==> config.mk <==
export PLATFORM = sky130hd
export DESIGN_NAME = mem_access_ctrl_flat
export DESIGN_NICKNAME = d
export VERILOG_FILES = /design/src/rtl/mem_access_ctrl_if.sv /design/src/rtl/mem_access_ctrl.sv /design/src/flat_wrapper.sv
export SDC_FILE = /design/constraint.sdc
export NUM_CORES = 1
export LEC_CHECK = 0
export ABC_AREA = 1
export CAP_MARGIN = 40
export CORE_MARGIN = 3
export CORE_UTILIZATION = 39
export DETAILED_ROUTE_END_ITERATION = 6
export PLACE_DENSITY = 0.74
export RECOVER_POWER = 100
export SETUP_SLACK_MARGIN = 0.2
export SLEW_MARGIN = 40
export SYNTH_ARGS = -nofsm -noshare
export SYNTH_HDL_FRONTEND = slang
export SYNTH_SLANG_ARGS = --single-unit
==> constraint.sdc <==
create_clock -name clk -period 1.1 [get_ports clk]
set_input_delay 0.275 -clock clk [delete_from_list [all_inputs] [get_ports clk]]
set_output_delay 0.275 -clock clk [all_outputs]
set_load 0.05 [all_outputs]
==> src/rtl/mem_access_ctrl_if.sv <==
// rtl/mem_access_ctrl_if.sv - request/response handshake and memory pin bundle for mem_access_ctrl
interface mem_access_ctrl_if;
  logic       req_valid;
  logic       req_ready;
  logic       req_write;
  logic [2:0] req_addr;
  logic [7:0] req_wdata;
  logic       rsp_valid;
  logic       rsp_ready;
  logic       rsp_write;
  logic [7:0] rsp_rdata;
  logic [2:0] mem_adr;
  logic       mem_op;
  logic       mem_select;
  logic [7:0] mem_wdata;
  logic [7:0] mem_rdata;
  logic       busy;

  modport slave (
    input  req_valid, req_write, req_addr, req_wdata, rsp_ready, mem_rdata,
    output req_ready, rsp_valid, rsp_write, rsp_rdata,
    output mem_adr, mem_op, mem_select, mem_wdata, busy
  );

  modport master (
    output req_valid, req_write, req_addr, req_wdata, rsp_ready, mem_rdata,
    input  req_ready, rsp_valid, rsp_write, rsp_rdata,
    input  mem_adr, mem_op, mem_select, mem_wdata, busy
  );
endinterface

==> src/rtl/mem_access_ctrl.sv <==
// rtl/mem_access_ctrl.sv - setup/strobe/hold sequencer in front of the 8x8 word memory
module mem_access_ctrl #(
  parameter int unsigned SETUP_CYCLES  = 1,
  parameter int unsigned STROBE_CYCLES = 2
) (
  input  logic             clk,
  input  logic             rst,
  mem_access_ctrl_if.slave bus
);

  typedef enum logic [2:0] {
    IDLE   = 3'd0,
    SETUP  = 3'd1,
    STROBE = 3'd2,
    HOLD   = 3'd3,
    RESP   = 3'd4
  } state_t;

  localparam logic [3:0] SETUP_LAST  = 4'(SETUP_CYCLES - 1);
  localparam logic [3:0] STROBE_LAST = 4'(STROBE_CYCLES - 1);

  state_t     state_q, state_d;
  logic [3:0] cnt_q, cnt_d;
  logic [2:0] adr_q;
  logic       op_q;
  logic [7:0] wdata_q;
  logic       rsp_write_q;
  logic [7:0] rsp_rdata_q;

  logic req_ready;
  logic select;
  logic rsp_valid;
  logic accept;
  logic strobe_end;

  // State register and phase counter; reset drops select at once because it is decoded from state
  always_ff @(posedge clk or posedge rst) begin
    if (rst) begin
      state_q <= IDLE;
      cnt_q   <= 4'd0;
    end else begin
      state_q <= state_d;
      cnt_q   <= cnt_d;
    end
  end

  // Next-state and phase count; counter restarts at 0 on every state change
  always_comb begin
    state_d   = state_q;
    cnt_d     = 4'd0;
    req_ready = 1'b0;
    select    = 1'b0;
    rsp_valid = 1'b0;
    case (state_q)
      IDLE: begin
        req_ready = !rst;
        if (bus.req_valid && !rst) state_d = SETUP;
      end
      SETUP: begin
        if (cnt_q == SETUP_LAST) state_d = STROBE;
        else                     cnt_d   = cnt_q + 4'd1;
      end
      STROBE: begin
        select = 1'b1;
        if (cnt_q == STROBE_LAST) state_d = HOLD;
        else                      cnt_d   = cnt_q + 4'd1;
      end
      HOLD: begin
        state_d = RESP;
      end
      RESP: begin
        rsp_valid = 1'b1;
        if (bus.rsp_ready) state_d = IDLE;
      end
      default: begin
        state_d = IDLE;
      end
    endcase
  end

  assign accept     = req_ready && bus.req_valid;
  assign strobe_end = (state_q == STROBE) && (cnt_q == STROBE_LAST);

  // Request latch onto the memory pins, op release after hold, read-data capture at strobe end
  always_ff @(posedge clk or posedge rst) begin
    if (rst) begin
      adr_q       <= 3'd0;
      op_q        <= 1'b0;
      wdata_q     <= 8'h00;
      rsp_write_q <= 1'b0;
      rsp_rdata_q <= 8'h00;
    end else begin
      if (accept) begin
        adr_q   <= bus.req_addr;
        op_q    <= bus.req_write;
        wdata_q <= bus.req_wdata;
      end
      if (strobe_end) begin
        rsp_write_q <= op_q;
        rsp_rdata_q <= op_q ? 8'h00 : bus.mem_rdata;
      end
      if (state_q == HOLD) op_q <= 1'b0;
    end
  end

  assign bus.req_ready  = req_ready;
  assign bus.rsp_valid  = rsp_valid;
  assign bus.rsp_write  = rsp_write_q;
  assign bus.rsp_rdata  = rsp_rdata_q;
  assign bus.mem_adr    = adr_q;
  assign bus.mem_op     = op_q;
  assign bus.mem_select = select;
  assign bus.mem_wdata  = wdata_q;
  assign bus.busy       = (state_q != IDLE);

endmodule

==> src/flat_wrapper.sv <==
// flat-port wrapper written by rule: the top's interface ports become plain ports
module mem_access_ctrl_flat 
#(
  parameter int unsigned SETUP_CYCLES  = 1,
  parameter int unsigned STROBE_CYCLES = 2
)
  (clk, rst, bus_req_valid, bus_req_write, bus_req_addr, bus_req_wdata, bus_rsp_ready, bus_mem_rdata, bus_req_ready, bus_rsp_valid, bus_rsp_write, bus_rsp_rdata, bus_mem_adr, bus_mem_op, bus_mem_select, bus_mem_wdata, bus_busy);
  mem_access_ctrl_if bus_i ();
  input  logic clk;
  input  logic rst;
  input wire logic [$bits(bus_i.req_valid)-1:0] bus_req_valid;
  input wire logic [$bits(bus_i.req_write)-1:0] bus_req_write;
  input wire logic [$bits(bus_i.req_addr)-1:0] bus_req_addr;
  input wire logic [$bits(bus_i.req_wdata)-1:0] bus_req_wdata;
  input wire logic [$bits(bus_i.rsp_ready)-1:0] bus_rsp_ready;
  input wire logic [$bits(bus_i.mem_rdata)-1:0] bus_mem_rdata;
  output wire logic [$bits(bus_i.req_ready)-1:0] bus_req_ready;
  output wire logic [$bits(bus_i.rsp_valid)-1:0] bus_rsp_valid;
  output wire logic [$bits(bus_i.rsp_write)-1:0] bus_rsp_write;
  output wire logic [$bits(bus_i.rsp_rdata)-1:0] bus_rsp_rdata;
  output wire logic [$bits(bus_i.mem_adr)-1:0] bus_mem_adr;
  output wire logic [$bits(bus_i.mem_op)-1:0] bus_mem_op;
  output wire logic [$bits(bus_i.mem_select)-1:0] bus_mem_select;
  output wire logic [$bits(bus_i.mem_wdata)-1:0] bus_mem_wdata;
  output wire logic [$bits(bus_i.busy)-1:0] bus_busy;
  assign bus_i.req_valid = bus_req_valid;
  assign bus_i.req_write = bus_req_write;
  assign bus_i.req_addr = bus_req_addr;
  assign bus_i.req_wdata = bus_req_wdata;
  assign bus_i.rsp_ready = bus_rsp_ready;
  assign bus_i.mem_rdata = bus_mem_rdata;
  assign bus_req_ready = bus_i.req_ready;
  assign bus_rsp_valid = bus_i.rsp_valid;
  assign bus_rsp_write = bus_i.rsp_write;
  assign bus_rsp_rdata = bus_i.rsp_rdata;
  assign bus_mem_adr = bus_i.mem_adr;
  assign bus_mem_op = bus_i.mem_op;
  assign bus_mem_select = bus_i.mem_select;
  assign bus_mem_wdata = bus_i.mem_wdata;
  assign bus_busy = bus_i.busy;
  mem_access_ctrl #(.SETUP_CYCLES(SETUP_CYCLES), .STROBE_CYCLES(STROBE_CYCLES)) u_core (.clk(clk), .rst(rst), .bus(bus_i));
endmodule
Word level (Yosys, flattened, before mapping)
Cells that the tools add are included.

Bits of input ports: 24. Flip-flop bits (word level): 28. Output and inout bits: 25. Logic and storage cells: 40.

Equal/unequal tests: 9. Mux-type cells: 14. Reductions and logical operators: 9. $add $sub $neg: 1.

Operator list (count): $pmux W3 S5 (1); $mux W3 (4); $mux W4 (2); $mux W8 (1); $pmux W4 S2 (1); $eq A3 B2 Y1 const B (2); $ne A2 B1 Y1 const B (3); $mux W1 (5); $add A4 B1 Y4 const B (1); $eq A4 B1 Y1 const B (1); $logic_not A4 Y1 (1); $reduce_and A4 Y1 (1); $eq A3 B1 Y1 const B (1); $eq A3 B3 Y1 const B (1); $logic_and A1 B1 Y1 (3); $logic_not A3 Y1 (1); $reduce_bool A3 Y1 (1); $ne A2 B2 Y1 const B (1); $reduce_bool A2 Y1 (1); $logic_not A1 Y1 (1).

Longest topological paths before layout
Word-level depth: 5. Gate-level depth with buffers: 8. Mapped depth without buffers: 8.

Worst setup path after synthesis
Ideal clock, no wire load.

Path kind: register to register. Start point: register u_core.state_q[1]. End point: register u_core.op_q (netlist: u_core.bus.mem_op). Setup slack: -0.954 ns. Clock period less this slack: 2.054 ns. Data arrival time: 1.979 ns. Stages on the path, launching flop included: 6. Buffers on the path: 0. Library setup time: 0.074 ns. Required time: 1.026 ns. Path through: dfrtp_1 -> nor2_2 -> nand2_1 -> nor2_1 -> a21oi_1 -> nor2_1.

Word-level cells in the longest chain between the ends: 4. Elaborated cells on any way between the ends: 6. Those cells by class: 1 x eq/ne; 2 x mux; 3 x reduce/logical.

Ends and longest elaborated chain: start, declared (RTL line mem_access_ctrl.sv:22) `state_t state_q, state_d;`; start signal, assigned (RTL line mem_access_ctrl.sv:42) `state_q <= state_d;`; $logic_not A3 Y1 (RTL line mem_access_ctrl.sv:54) `case (state_q)`; $mux W1 (RTL line mem_access_ctrl.sv:54); named net bus_req_ready (RTL line flat_wrapper.sv:17) `output wire logic [$bits(bus_i.req_ready)-1:0] bus_req_ready;`; $logic_and A1 B1 Y1 (RTL line mem_access_ctrl.sv:81) `assign accept = req_ready && bus.req_valid;`; $reduce_bool A2 Y1 (no source line); end signal, assigned (RTL line mem_access_ctrl.sv:95) `op_q <= bus.req_write;`; end, declared (RTL line mem_access_ctrl.sv:25) `logic op_q;`.

The timed path passes the listed nets, and every way through them passes these cells. A chain may end at the register's enable or synchronous reset.

Worst setup path after layout
Start point: register u_core.state_q[2]. End point: output port bus_mem_select.

Word-level cells in the longest chain between the ends: 2.

Ends and longest elaborated chain: $eq A3 B2 Y1 (RTL line mem_access_ctrl.sv:54); $mux W1 (RTL line mem_access_ctrl.sv:54); end, declared (RTL line flat_wrapper.sv:23) `output wire logic [$bits(bus_i.mem_select)-1:0] bus_mem_select;`.

Every way passes these cells.

==> results.md <==
- Register area: 705.7 um2
- WL per Instance: 17.60 um
- Ports: 49
- Clock Latency Late Sink: 0.33 ns
- Core Area: 3078 um2
- Layout cell share with drive strength beyond 1: 46.22%
- Root buffer cell: clkbuf_4
- Number of detailed-route iterations in the first pass: 4
- Top-count cell post-synth: nand2_1
- PD cells: 3359 nW/um2
- CTS Buf Count: 3
- Seq/Total Area, Yosys: 55.06%
- Mapped cell area: 1272 um2
- Critical path peak fanout: 5
- Initial antenna violation count: 0
- Total Neg Setup Slack: -12.83 ns
- CTS HTree Levels: 1
- Largest area contributor in the netlist: dfrtp_1
- Top cell type's share of synthesized area: 55.06%
- Max Cap Viol: 0
- DRT iter0 DRCs: 71
- Dpl cell area: 2236 um2
- Area growth syn-to-layout: 107.2%
- Post-Syn Nets: 175
- Crit path launch type: register
- Vias in the first global route: 1396
- Final WS setup: -0.5017 ns
- Max IR drop VDD: 0.002115 V
- DP HPWL: 2489 um
- WL final: 4962 um
- Die W: 63.12 um
- Multi-input logic area: 660.6 um2
- Die area: 3984 um2
- GR Util All Layers: 21.85%
- Largest net degree at the start of global routing: 29
- Leak pwr: 1.273 nW
- Cell Count, Final, Fillers Out: 282
- Post-synth top cells: 51 x nand2_1, 28 x dfrtp_1, 19 x inv_1
- WS Path Type: register to output pin
- Max Clock Skew: 0.003422 ns
- CP cell instances: inv_2 > nand2_2 > nor2_4 > buf_12
- RSZ-0062 raised after global routing: yes
- DP Cell Count: 256
- Final Max Tran Viols: 0
- Async SR Flop Fraction: 100.0%
- GPL Wtd Cong: 0.8063
- Post-synth EDFFs: 0
- Rows: 20
- Die Y-Extent: 63.12 um
- Max_slew headroom: 74.82%
- Initial Util: 41.34%
- Final Hold Fails: 0
- Slowest-stage cell, CP: dfrtp_1
- Crit path largest cell delay: 0.44 ns
- YS warnings: 0
- # port buffers: 48
- Overflow after GRT: 0
- Finished Cell Area: 2636 um2
- Final Setup Violations: 52
- Tcrit/Tclk final: 145.6%
- Status: complete, but fails checks
- Vias: 1378
- Final Util: 85.65%
- Final nets: 267
- Failing checks: setup timing
- Register bit total from synthesis: 28
- Final worst path period need: 1.602 ns
- Clock sink count: 28
- First-pass GRT wire length: 6679 um
- HP Class: input pin to register
- Reg2Reg Setup Slack: -0.41 ns
- F_max: 624.3 MHz
- Library cells used by synthesis: 21
- Clock Pin Slew Worst Setup and Hold Paths: 0.15 ns
- Worst Max-Slew Pin Slew: 0.3777 ns
- CTS Buffer Depth: 2
- Synth top area cells: dfrtp_1 55%, nand2_1 15%, inv_1 5.6%, ha_1 3.9%, o21ai_1 3.9%
- Worst EP arrival: 1.33 ns
- Syn Area/Cell: 8.656 um2
- Pwr Total: 8.855 mW
- Post-route antenna net violation count: 0
- Synth Instances: 147
- ANT cells: 0
- CTS tree: done
- DR DRC count: 0
- Fillers: 154
- Worst EP required: 0.82 ns
- CP Capture Type: output pin
- Via-to-Cell Ratio: 4.887
- Ys flop type: dfrtp_1
==> area by class of cell <==
class,count,share of cell area (%)
inverter,20,3.275
timing repair buffer,88,41.81
tap,44,2.088
sequential,28,26.77
clock buffer,4,0.9967
multi-input combinational,98,25.06
==> kinds of logic (layout without fill, tap and decap cells) <==
| group | count (synthesis) | in the layout | synth area share (%) |
|---|---|---|---|
| buffers and inverters | 22 | 112 | 7.572 |
| XOR/XNOR | 1 | 1 | 0.6884 |
| AND/OR/NAND/NOR | 77 | 78 | 26.55 |
| flip-flops | 28 | 28 | 55.06 |
| AO/OA/AOI/OAI | 15 | 15 | 6.194 |
| adder cells (fa/ha/maj) | 4 | 4 | 3.933 |
==> worst max-delay path, delay by kind of cell, from the launching register on <==
family / cells / cell delay, ns
DFF: 1 / 0.44
buffers and inverters: 2 / 0.30
and+or+nand+nor: 2 / 0.24
==> cell usage in the layout (no fill, tap or decap), types with 2 or more instances in the layout <==
master           count
buf_12              25
buf_4               28
buf_6                9
clkbuf_4             4
clkdlybuf4s50_1     23
dfrtp_1             24
dfrtp_2              4
ha_4                 4
inv_1               14
inv_2                3
nand2_1             44
nand2_2              6
nand2_4              2
nand3_1              3
nand3_4              2
nor2_1               8
nor2_2               2
nor2_4               7
o21ai_1              9
o21ai_2              5
==> timing repair <==
| item | 4_1_cts | 5_1_grt |
|---|---|---|
| setup buffers | 11 | 8 |
| cloned | 2 | 1 |
| resized for setup | 35 | 10 |
| pin swaps | 14 | 4 |
| setup endpoints to repair | 53 | 53 |
| hold buffers | 0 | 0 |
==> report_power, final <==
| group | internal, mW | total (mW) | leakage [nW] | switching, mW |
|---|---|---|---|---|
| Clock | 0.143 | 0.450 | 0.0150 | 0.308 |
| Combinational | 3.04 | 6.37 | 0.910 | 3.32 |
| Sequential | 1.49 | 2.04 | 0.348 | 0.552 |
| Total | 4.67 | 8.85 | 1.27 | 4.18 |
==> per-layer routing <==
layer / share of wire [%] / GRT usage, % / up-vias
met5: 0 / 0 / -
met4: 1.8 / 7.989 / 0
met3: 5.3 / 5.882 / 11
met2: 55 / 39.00 / 54
met1: 38 / 24.77 / 680
li1: - / - / 633
==> flip-flops by register name (all words and copies together), names as in the netlist <==
register and cells:
u_core.bus.mem_adr 3, u_core.cnt_q 4, u_core.bus.rsp_rdata 8, u_core.bus.rsp_write 1
u_core.state_q 3, u_core.bus.mem_wdata 8, u_core.bus.mem_op 1
==> path summary, 6_finish.rpt <==
check | endpoint | startpoint | cells after the start
max in group asynchronous | u_core.state_q[1] | rst | 3
worst min-delay path | u_core.bus.mem_wdata[4] | bus_req_wdata[4] | 3
worst max-delay path | bus_mem_select | u_core.state_q[2] | 4
min in group asynchronous | u_core.bus.mem_op | rst | 3
worst max register to register | u_core.bus.rsp_write | u_core.state_q[0] | 8
worst min register to register | u_core.bus.rsp_rdata[6] | u_core.bus.rsp_rdata[6] | 2
==> through the flow <==
stage,setup WS [ns],hold slack (ns)
4_1_cts,-0.4749,0.4594
6_report,-0.5017,0.4590
2_1_floorplan,-0.2755,0.1823
5_1_grt,-0.5631,0.4458
3_3_place_gp,-0.3808,0.5264
3_5_place_dp,-0.4467,0.5279
(Power assumes the default switching activity.)
